$ cat src/rtl/wb_pkg.sv
// Shared types for the MEM/WB writeback stage.
//   wb_sel_e    : result source select (ALU / load / link).
//   load_type_e : sub-word load encodings; codes 6-7 are treated as LW.
//   wb_ctrl_t   : control bundle carried from M into W.
//   byte_off_w  : number of byte-offset bits for a given datapath width.
package wb_pkg;

    typedef enum logic [1:0] {
        WB_SEL_ALU  = 2'd0,
        WB_SEL_MEM  = 2'd1,
        WB_SEL_LINK = 2'd2
    } wb_sel_e;

    typedef enum logic [2:0] {
        LT_LW  = 3'd0,
        LT_LB  = 3'd1,
        LT_LBU = 3'd2,
        LT_LH  = 3'd3,
        LT_LHU = 3'd4,
        LT_LD  = 3'd5
    } load_type_e;

    typedef struct packed {
        logic       reg_we;
        wb_sel_e    sel;
        load_type_e load_type;
    } wb_ctrl_t;

    function automatic int unsigned byte_off_w(input int unsigned data_w);
        return $clog2(data_w / 8);
    endfunction

endpackage

$ cat src/rtl/writeback_stage_load_align.sv
// Little-endian sub-word load extraction and sign/zero extension.
//   i_rdata     : raw data-memory word (DATA_W bits)
//   i_off       : byte offset within the word
//   i_load_type : load encoding (LW, LB, LBU, LH, LHU, LD; others act as LW)
//   o_data      : extracted, extended load result
module writeback_stage_load_align
    import wb_pkg::*;
#(
    parameter int unsigned DATA_W = 32
) (
    input  logic [DATA_W-1:0]             i_rdata,
    input  logic [byte_off_w(DATA_W)-1:0] i_off,
    input  load_type_e                    i_load_type,
    output logic [DATA_W-1:0]             o_data
);

    localparam int unsigned BOW = byte_off_w(DATA_W);

    // Clearing the low offset bits aligns halfword/word selection (off[0] is ignored for halves).
    logic [BOW-1:0] w_half_off;
    logic [BOW-1:0] w_word_off;
    logic [7:0]     w_byte;
    logic [15:0]    w_half;
    logic [31:0]    w_word;

    assign w_half_off = i_off & ~BOW'(1);
    assign w_word_off = i_off & ~BOW'(3);
    assign w_byte     = 8'(i_rdata >> {i_off, 3'b000});
    assign w_half     = 16'(i_rdata >> {w_half_off, 3'b000});
    assign w_word     = 32'(i_rdata >> {w_word_off, 3'b000});

    // Extension select; the full-width load only exists on a 64-bit datapath.
    always_comb begin
        o_data = DATA_W'($signed(w_word));
        case (i_load_type)
            LT_LB:   o_data = DATA_W'($signed(w_byte));
            LT_LBU:  o_data = DATA_W'(w_byte);
            LT_LH:   o_data = DATA_W'($signed(w_half));
            LT_LHU:  o_data = DATA_W'(w_half);
            LT_LD:   if (DATA_W == 64) o_data = i_rdata;
            default: o_data = DATA_W'($signed(w_word));
        endcase
    end

endmodule

$ cat src/rtl/writeback_stage.sv
// MEM/WB pipeline register and writeback datapath.
// Captures M-stage results, holds load data across stalls, selects ALU / load / PC+8,
// and drives the register-file write port (also the forwarding source).
// Optional feature macro: WB_RETIRE_CNT_EN enables the retired-instruction counter;
// without it retire_cnt_w is tied to 0.
// Ports:
//   clk, rst_n            : clock, asynchronous active-low reset
//   valid_m, ctrl_m       : M-stage valid and control bundle
//   waddr_m               : destination register
//   alu_result_m          : ALU result (low bits are the load byte offset)
//   pc_plus8_m            : link value
//   stall_w, flush_w      : hold / squash the W register (flush wins)
//   mem_rdata_w           : synchronous memory read data, valid in the W cycle
//   reg_we_w/waddr/wdata  : register-file write port
//   retire_cnt_w          : retired-instruction count
module writeback_stage
    import wb_pkg::*;
#(
    parameter int unsigned DATA_W     = 32,
    parameter int unsigned REG_ADDR_W = 5,
    parameter int unsigned CNT_W      = 32
) (
    input  logic                  clk,
    input  logic                  rst_n,
    input  logic                  valid_m,
    input  wb_ctrl_t              ctrl_m,
    input  logic [REG_ADDR_W-1:0] waddr_m,
    input  logic [DATA_W-1:0]     alu_result_m,
    input  logic [DATA_W-1:0]     pc_plus8_m,
    input  logic                  stall_w,
    input  logic                  flush_w,
    input  logic [DATA_W-1:0]     mem_rdata_w,
    output logic                  reg_we_w,
    output logic [REG_ADDR_W-1:0] reg_waddr_w,
    output logic [DATA_W-1:0]     reg_wdata_w,
    output logic [CNT_W-1:0]      retire_cnt_w
);

    localparam int unsigned BOW = byte_off_w(DATA_W);

    logic                  r_valid;
    wb_ctrl_t              r_ctrl;
    logic [REG_ADDR_W-1:0] r_waddr;
    logic [DATA_W-1:0]     r_alu;
    logic [DATA_W-1:0]     r_pc8;
    logic                  r_hold_vld;
    logic [DATA_W-1:0]     r_hold_data;

    logic [DATA_W-1:0]     w_ld_src;
    logic [DATA_W-1:0]     w_ld_data;
    logic [DATA_W-1:0]     w_wdata;
    logic                  w_is_load;

    // W pipeline register: flush > stall > load.
    always_ff @(posedge clk or negedge rst_n) begin
        if (!rst_n) begin
            r_valid <= 1'b0;
            r_ctrl  <= '0;
            r_waddr <= '0;
            r_alu   <= '0;
            r_pc8   <= '0;
        end else if (flush_w) begin
            r_valid <= 1'b0;
            r_ctrl  <= '0;
            r_waddr <= '0;
            r_alu   <= '0;
            r_pc8   <= '0;
        end else if (!stall_w) begin
            r_valid <= valid_m;
            r_ctrl  <= ctrl_m;
            r_waddr <= waddr_m;
            r_alu   <= alu_result_m;
            r_pc8   <= pc_plus8_m;
        end
    end

    assign w_is_load = r_valid && (r_ctrl.sel == WB_SEL_MEM);

    // Memory read data is only valid for one cycle; capture it on the first stalled edge.
    always_ff @(posedge clk or negedge rst_n) begin
        if (!rst_n) begin
            r_hold_vld  <= 1'b0;
            r_hold_data <= '0;
        end else if (flush_w || !stall_w) begin
            r_hold_vld  <= 1'b0;
        end else if (w_is_load && !r_hold_vld) begin
            r_hold_vld  <= 1'b1;
            r_hold_data <= mem_rdata_w;
        end
    end

    assign w_ld_src = r_hold_vld ? r_hold_data : mem_rdata_w;

    writeback_stage_load_align #(
        .DATA_W (DATA_W)
    ) u_load_align (
        .i_rdata     (w_ld_src),
        .i_off       (r_alu[BOW-1:0]),
        .i_load_type (r_ctrl.load_type),
        .o_data      (w_ld_data)
    );

    // Result select; the reserved code falls back to the ALU result.
    always_comb begin
        w_wdata = r_alu;
        case (r_ctrl.sel)
            WB_SEL_MEM:  w_wdata = w_ld_data;
            WB_SEL_LINK: w_wdata = r_pc8;
            default:     w_wdata = r_alu;
        endcase
    end

    assign reg_we_w    = r_valid && r_ctrl.reg_we && (r_waddr != '0);
    assign reg_waddr_w = r_waddr;
    assign reg_wdata_w = w_wdata;

`ifdef WB_RETIRE_CNT_EN
    logic [CNT_W-1:0] r_retire_cnt;

    // Counts every instruction leaving W, whether or not it writes.
    always_ff @(posedge clk or negedge rst_n) begin
        if (!rst_n) begin
            r_retire_cnt <= '0;
        end else if (r_valid && !stall_w && !flush_w) begin
            r_retire_cnt <= r_retire_cnt + CNT_W'(1);
        end
    end

    assign retire_cnt_w = r_retire_cnt;
`else
    assign retire_cnt_w = '0;
`endif

endmodule

$ cat config.mk
export PLATFORM = sky130hd
export DESIGN_NAME = writeback_stage
export DESIGN_NICKNAME = d
export VERILOG_FILES = /design/src/rtl/wb_pkg.sv /design/src/rtl/writeback_stage_load_align.sv /design/src/rtl/writeback_stage.sv
export SDC_FILE = /design/constraint.sdc
export NUM_CORES = 1
export LEC_CHECK = 0
export BUFFER_PORTS_ARGS = -buffer_cell sky130_fd_sc_hd__buf_2
export CORE_MARGIN = 2
export CORE_UTILIZATION = 48
export CTS_CLUSTER_SIZE = 40
export DETAILED_ROUTE_END_ITERATION = 12
export PLACE_DENSITY = 0.72
export SLEW_MARGIN = 20
export SYNTH_ARGS = -nofsm -noshare
export SYNTH_HDL_FRONTEND = slang
export SYNTH_SLANG_ARGS = --single-unit
$ cat constraint.sdc
create_clock -name clk -period 2.5 [get_ports clk]
set_input_delay 0 -clock clk [delete_from_list [all_inputs] [get_ports clk]]
set_output_delay 0 -clock clk [all_outputs]
set_load 0.05 [all_outputs]
==> results of run 1 <==
## kinds of logic (layout without fill, tap and decap cells)
group,Yosys count,after routing
AND/OR/NAND/NOR,115,115
XOR/XNOR,1,1
AO/OA/AOI/OAI,111,111
other,1,32
multiplexers,149,149
flip-flops,109,109
buffers and inverters,80,310
adder cells (fa/ha/maj),2,2
## registers in the layout (all words and copies together) (netlist names)
| signal | count |
|---|---|
| r_alu | 32 |
| r_ctrl | 6 |
| r_hold_data | 32 |
| r_hold_vld | 1 |
| r_pc8 | 32 |
| r_valid | 1 |
| reg_waddr_w | 5 |
## critical path, stage by stage (launching register included)
cell and delay, ns:
dfrtp_2 0.48, mux2_4 0.33, mux4_2 0.54, a211oi_4 0.34, buf_6 0.23, o21ai_2 0.10, buf_6 0.17
## synth_stat cells (all sizes together), types with 2 or more instances
cell type  number
o21ai          36
buf            49
o221ai          6
nor2           82
nand2          10
nor2b           3
clkbuf         28
mux4            9
a221oi          2
a211oi          7
a21oi          10
a2bb2oi         8
a22o            7
a31oi           8
dfrtp         109
nand2b          3
mux2           52
mux2i          88
a22oi          20
nor3            2
and4b           7
nand3b          2
ha              2
inv             3
## layout by cell type, fill, tap and decap left out, types with 2 or more instances in the layout
cell	synthesis	layout
a31oi_1	8	4
nand2_2	0	2
mux2_4	0	4
a221oi_1	2	2
clkbuf_16	0	9
mux2_2	52	48
inv_8	0	2
o221ai_1	6	2
nand2b_1	3	2
buf_4	32	35
mux2i_1	88	88
nand3b_1	2	2
and4b_1	7	7
o21ai_2	0	9
dlygate4sd3_1	0	110
dfrtp_1	109	108
buf_6	2	20
a31oi_2	0	4
o21ai_1	1	9
o21ai_0	35	18
mux4_2	9	9
o221ai_2	0	4
inv_1	3	3
inv_6	0	2
nand2_1	10	8
a22o_1	7	7
a2bb2oi_1	8	8
a211oi_1	6	6
ha_1	2	2
nor2b_1	3	2
a21oi_1	10	10
buf_12	0	2
a22oi_1	20	20
conb_1	1	32
nor2_1	82	81
buf_2	8	122
## worst paths after layout
| check | slack [ns] | end |
|---|---|---|
| worst max-delay path | -0.04 | reg_wdata_w[17] |
| worst min-delay path | 0.03 | r_valid |
| min in group asynchronous | 0.12 | r_ctrl[5] |
| worst min register to register | 0.51 | r_hold_data[17] |
| worst max register to register | 0.57 | r_hold_data[14] |
| max in group asynchronous | 1.65 | r_hold_data[1] |
## power breakdown
part	internal [mW]	switching, mW
Combinational	0.525	0.737
Sequential	1.91	0.111
Clock	0.724	0.713
Total	3.16	1.56
## per-layer routing
metal	share of wire	vias to the layer above	track usage
li1	-	2510	-
met1	0.41	2725	0.3866
met2	0.49	295	0.5146
met3	0.068	46	0.06540
met4	0.030	0	0.1224
met5	0	-	0
## layout make-up
type	instances	area (um^2)	area share
Sequential cell	109	2729	0.3116
Inverter	3	11.26	0.001286
Tap cell	172	215.2	0.02457
Clock inverter	6	52.55	0.006000
Timing Repair Buffer	291	2287	0.2611
Clock buffer	10	239.0	0.02729
Multi-Input combinational cell	410	3224	0.3681
## through the flow
stage                       util  setup TNS [ns]
after floorplan                -               0
after global placement    0.5547               0
after detailed placement  0.5547               0
after CTS                 0.6900         -0.3623
after global routing      0.6969          -1.482
final                     0.6969         -0.2698
## timing repair
item                                   in CTS  in global routing
gates cloned                                2                  0
buffers inserted                            9                  2
setup endpoints to repair                  23                 32
gates resized for setup                    74                 27
pin swaps                                   4                  3
hold buffers                              110                  0
endpoints found under the hold margin     137                  0
==> out/results.ini, run 1 <==
[status]
outcome = finished, violations left
violations = setup timing

[global_route]
track_usage = 0.3062
grt_remaining_overflow = 0
grt_pass1_wl_um = 31150
grt_max_degree = 77
antenna_found_initial = 0
grt_pass1_vias = 5766

[worst_hold_path]
hold_path.class = in -> reg
min_from = stall_w
hold_depth = 3

[synth]
synth_top_area_share = 0.4428
syn_avg_cell_area_um2 = 10.84
synth_area_leader_cell = dfrtp_1
ys_seq_area_frac = 0.4428
synth-async-reset-ratio = 1.000
synth-compound-area-share = 0.1231
synth_edf_count = 0
synth.area.mux_share = 0.2710
syn_inst = 568
ys_warn_count = 0
synth_seq_cells = 109
ys.flop_type = dfrtp_1
synth_area_leaders = dfrtp_1 (44%), mux2i_1 (14%), mux2_2 (9.5%)
synth_xor_area_frac = 0.001422
synth_top_family_by_area = multiplexers
synth.distinct_cells = 44
syn_area_um2 = 6160
synth_simple_gate_area_share = 0.08470
synth_adder_area_share = 0.004063

[sta]
whs_ns = 0.02940
rsz0062_at_grt = true
final_hold_viol_count = 0
fin_ws_ns = -0.04174
finalCritPeriodShare = 1.017
post-route-min-period_ns = 2.542
max_freq_mhz = 393.4
tightest_slew_ns = 0.7751
setup_viol = 15
finClkSkew_ns = 0.007706
relSlewSlack = 0.4833
drv_slew = 0

[worst_setup_path]
reg2reg_from = r_ctrl[4]
critPathLaunchType = flip-flop
end_kind = primary output
worstSetupStartpoint = r_hold_vld
worstPathMaxFanout = 8
cp.required_ns = 2.50
arrival_ns = 2.54
reg2reg_depth = 6
criticalPathCategory = reg -> out

[placed_design]
post-place-ws_ns = 0.2626
place.gp.congestion = 0.8716
dpl_cell_area_um2 = 6972
post-dp-hpwl_um = 12890
dp.cells = 862
portBuffers = 149

[drt]
viasPerCell = 5.570
drt-wirelength-per-cell_um = 20.28
firstDrtPassIters = 5
drc = 0
wl_um = 20300
drt-initial-drc-count = 498
vias = 5576
drtAntennaViolNets = 0

[die]
start_util = 0.4901
die_w_um = 117.3
ios = 182
die_h_um = 117.3
dieArea_um2 = 13750
fp.coreArea_um2 = 12570
std_cell_rows = 41

[clock_network]
clk_latency_ns = 0.36
cts.sinks = 109
cts.htree.levels = 3
clk_path_buf_depth = 2
cts_root_buf = clkbuf_16
clk_transition_reported_paths_ns = 0.08
cts_tree = built
cts_made_buffers = 9

[cells_and_area]
drive_gt1_frac = 0.3450
design_area_um2 = 8758
final_nets = 938
antenna_cells = 0
final_cells = 1001
area_delta_synth_final_pct = 42.19
nFillCells = 902

[power]
power.total_mw = 4.723
leakage_nw = 4.197
max-vdd-ir-drop_mv = 0.4906
powerDensity_nw_per_um2 = 539.3

[flow_run]
max_cap_violations = 0

Note: power is estimated with default switching activity, not from simulation.
==> run 2, diff against run 1 <==
Settings changed: PLACE_DENSITY 0.72 to 0.75.
==> out/results.ini, run 2 (same netlist as run 1, synthesis figures left out) <==
[status]
outcome = finished, violations left
violations = setup timing

[drt]
drt-wirelength-per-cell_um = 19.67
drtAntennaViolNets = 0
wl_um = 19730
drt-initial-drc-count = 441
firstDrtPassIters = 5
vias = 5564
drc = 0
viasPerCell = 5.547

[power]
power.total_mw = 4.853
leakage_nw = 4.217
max-vdd-ir-drop_mv = 0.3940
powerDensity_nw_per_um2 = 550.6

[sta]
rsz0062_at_grt = true
relSlewSlack = 0.4820
finalCritPeriodShare = 1.033
tightest_slew_ns = 0.7770
post-route-min-period_ns = 2.582
fin_ws_ns = -0.08243
setup_viol = 19
final_hold_viol_count = 0
max_freq_mhz = 387.2
finClkSkew_ns = 0.007528
drv_slew = 0

[global_route]
grt_pass1_vias = 5647
grt_remaining_overflow = 0
grt_max_degree = 110
grt_pass1_wl_um = 29630
antenna_found_initial = 0
track_usage = 0.2874

[worst_setup_path]
crit_buf_inv = 2
reg2reg_depth = 5
criticalPathCategory = reg -> out
worstPathMaxFanout = 8
cpPeakStageDelay_ns = 0.52
critPathLaunchType = flip-flop
crit_top_cell = buf_6
worstPathCellList = mux2_4, mux4_2, a211oi_4, buf_6, o21ai_2, buf_6
path_delay_family = multiplexers
cp.required_ns = 2.50
cp.depth = 6
arrival_ns = 2.58
end_kind = primary output
cp_slowest_cell = mux4_2

[cells_and_area]
final_cells = 1003
layout_commonest_cell = buf_2
layout_common_cells = buf_2 (118), dlygate4sd3_1 (110), dfrtp_1 (108)
reg.largest.list = r_alu: 32 flops, r_hold_data: 32 flops, r_pc8: 32 flops
area_delta_synth_final_pct = 43.10
final_nets = 939
drive_gt1_frac = 0.3434
utilization = 0.7013

[worst_hold_path]
hold_depth = 3
hold_path.class = in -> reg

[clock_network]
clk_latency_ns = 0.36
clk_transition_reported_paths_ns = 0.07
cts_tree = built
cts_root_buf = clkbuf_16
cts.sinks = 109
clk_path_buf_depth = 2
cts_made_buffers = 9
cts.htree.levels = 3

[die]
die_h_um = 117.3
start_util = 0.4901
fp.coreArea_um2 = 12570
ios = 182
die_w_um = 117.3
std_cell_rows = 41
dieArea_um2 = 13750

[placed_design]
place.gp.congestion = 0.9188
post-dp-hpwl_um = 12500
portBuffers = 149
dp.cells = 862

[flow_run]
max_cap_violations = 0

[run 2: path summary, 6_finish.rpt]
kind                            startpoint               to  slack [ns]
max reg2reg                     r_hold_vld  r_hold_data[18]        0.54
min reg2reg                r_hold_data[19]  r_hold_data[19]        0.51
max                             r_hold_vld  reg_wdata_w[16]       -0.08
min                                stall_w        r_alu[28]        0.07
min in group asynchronous            rst_n        r_ctrl[5]        0.25
max in group asynchronous            rst_n       r_hold_vld        1.81
[run 2: tightest hold or removal path: cells and delay by family]
family	cells	cell delay [ns]
buf+inv	1	0.21
mux	1	0.10
simple gates	1	0.07
[run 2: final cells by class]
cell class / instances / area [um^2]
diodes: 1 / 2.502
clock buffers: 11 / 242.7
clock inverters: 5 / 81.33
fillers: 902 / 3754
inverters: 3 / 11.26
multi-input cells: 410 / 3227
flip-flops and latches: 109 / 2729
well taps: 172 / 215.2
repair buffers: 292 / 2306
[run 2: metal layers]
layer  routed length (um)  vias to the layer above  global-route usage
met5                    0                        -                   0
met3                 1260                       37             0.04171
met4                  572                        0              0.1239
li1                     -                     2514                   -
met2                 9828                      297              0.4701
met1                 8071                     2716              0.3833
[run 2: report_power, final]
part	total [mW]	internal, mW	switching [mW]
sequential	2.02	1.91	0.110
combinational	1.26	0.526	0.731
clock	1.57	0.908	0.664
[run 2: repair_timing]
item,4_1_cts,5_1_grt
hold buffers,110,0
resized for setup,33,64
cloned,1,1
endpoints found under the hold margin,218,0
endpoints found under the setup margin,27,32
pin swaps,0,3
setup buffers,2,10
[run 2: stage by stage]
stage	TNS [ns]	hold slack, ns	area, um^2	setup slack [ns]
2_1_floorplan	0	-0.2956	6276	0.01319
3_3_place_gp	0	0.1228	6984	0.2425
3_5_place_dp	0	0.1223	6984	0.2470
4_1_cts	-0.2452	0.06425	8541	-0.04065
5_1_grt	-2.362	0.08785	8812	-0.1271
6_report	-0.9394	0.06975	8815	-0.08243
==> run 3, diff against run 2 <==
Settings changed: HOLD_SLACK_MARGIN set to 0.08.
==> out/results.ini, run 3 (same netlist as run 1, synthesis figures left out) <==
[placed_design]
post-dp-hpwl_um = 12500
portBuffers = 149
dp.cells = 862
place.gp.congestion = 0.9188

[power]
switching_share = 0.3109
powerDensity_nw_per_um2 = 547.2
max-vdd-ir-drop_mv = 0.3756
power.internal_mw = 3.362
leakage_nw = 4.253
seq_power_share = 0.415
combPwrFrac = 0.261
p_switching_mw = 1.517
power_frac_clock = 0.325
power.total_mw = 4.879

[cells_and_area]
reg.largest.list = r_alu: 32 flops, r_hold_data: 32 flops, r_pc8: 32 flops
drive_gt1_frac = 0.3369
layout_common_cells = dlygate4sd3_1 (120), buf_2 (120), dfrtp_1 (108)
seq_area_um2 = 2729
multi_input_area_um2 = 3218
final_nets = 952
utilization = 0.7094
final_cells = 1015
antenna_cells = 0
area_delta_synth_final_pct = 44.75
nFillCells = 886

[global_route]
grt_max_degree = 110
grt_remaining_overflow = 0
track_usage = 0.2910
grt_pass1_vias = 5736
grt_pass1_wl_um = 29990
antenna_found_initial = 0

[clock_network]
cts_tree = built
cts.sinks = 109
clk_transition_reported_paths_ns = 0.07
cts_root_buf = clkbuf_16
clk_path_buf_depth = 2
cts.htree.levels = 3
cts_made_buffers = 9
clk_latency_ns = 0.36

[worst_setup_path]
worstPathCellList = mux2_4, mux4_2, a211oi_4, buf_6, o21ai_1, buf_6
end_kind = primary output
cpPeakStageDelay_ns = 0.52
worstPathMaxFanout = 8
criticalPathCategory = reg -> out
cp_slowest_cell = mux4_2
crit_top_cell = buf_6
critPathLaunchType = flip-flop
arrival_ns = 2.56
cp.required_ns = 2.50

[sta]
max_freq_mhz = 390.2
rsz0062_at_grt = true
tightest_slew_ns = 0.7886
post-route-min-period_ns = 2.563
relSlewSlack = 0.4743
finClkSkew_ns = 0.006791
final_hold_viol_count = 0
finalCritPeriodShare = 1.025
tns_ns = -0.6649
drv_slew = 0
setup_viol = 17
fin_ws_ns = -0.06258

[drt]
vias = 5653
firstDrtPassIters = 5
viasPerCell = 5.569
drt-initial-drc-count = 392
drt-wirelength-per-cell_um = 19.71
drc = 0
drtAntennaViolNets = 0
wl_um = 20000

[die]
ios = 182
std_cell_rows = 41
fp.coreArea_um2 = 12570
start_util = 0.4901
die_h_um = 117.3
die_w_um = 117.3
dieArea_um2 = 13750

[status]
violations = setup timing
outcome = finished, violations left

[worst_hold_path]
hold_path.class = in -> reg

[flow_run]
max_cap_violations = 0

-- run 3: changes by cell type in the layout (fill, tap and decap cells not counted), sizes merged --
cell	change
diode	-1
clkbuf	-4
dlygate4sd3	+10
buf	+7
-- run 3: worst paths after layout --
path	startpoint	slack, ns	cells past startpoint	end
setup / recovery	r_hold_vld	-0.06	6	reg_wdata_w[18]
hold / removal	stall_w	0.1	3	r_pc8[15]
setup reg to reg	r_hold_vld	0.54	5	r_hold_data[18]
hold reg to reg	r_hold_data[20]	0.51	1	r_hold_data[20]
max in group asynchronous	rst_n	1.80	3	r_hold_vld
min in group asynchronous	rst_n	0.25	3	r_ctrl[5]
-- run 3: per-layer routing --
layer  global-route usage  routed length [um]  vias up
li1                     -                   -     2536
met1               0.3775                8335     2795
met2               0.4766                9954      284
met3              0.05098                1165       38
met4               0.1357                 548        0
met5                    0                   0        -
-- run 3: critical path: cells and delay by family (launching register included) --
kind / cells / cell delay (ns)
mux: 2 / 0.85
flops: 1 / 0.49
compound gates: 2 / 0.47
buf+inv: 2 / 0.37
-- run 3: what timing repair did --
action / 4_1_cts / 5_1_grt
hold buffers: 120 / 0
endpoints found under the setup margin: 27 / 32
gates resized for setup: 33 / 61
setup buffers: 2 / 13
cloned: 1 / 1
pin swaps: 0 / 2
hold endpoints to repair: 218 / 0
-- run 3: metrics by stage --
step                      hold slack, ns  setup WS [ns]  cell area (um^2)
after floorplan                  -0.2956        0.01319              6276
after global placement            0.1228         0.2425              6984
after detailed placement          0.1223         0.2470              6984
after CTS                        0.08196       -0.04065              8641
after global routing              0.1244        -0.1297              8916
final                            0.09953       -0.06258              8916
-- run 3: area by class of cell --
class                           instances  area share
Clock buffer                           11     0.02722
Multi-Input combinational cell        410      0.3609
Inverter                                3    0.001263
Clock inverter                          5    0.009122
Timing Repair Buffer                  305      0.2713
Sequential cell                       109      0.3061
Tap cell                              172     0.02414
-- run 3: power groups by stage --
stage               sequential, mW  combinational (mW)  clock (mW)
floorplan                     2.02               0.738           0
global placement              2.04               0.996           0
detailed placement            2.05                1.01           0
CTS                           2.02                1.19        1.59
global route                  2.04                1.36        1.67
finish                        2.02                1.27        1.58
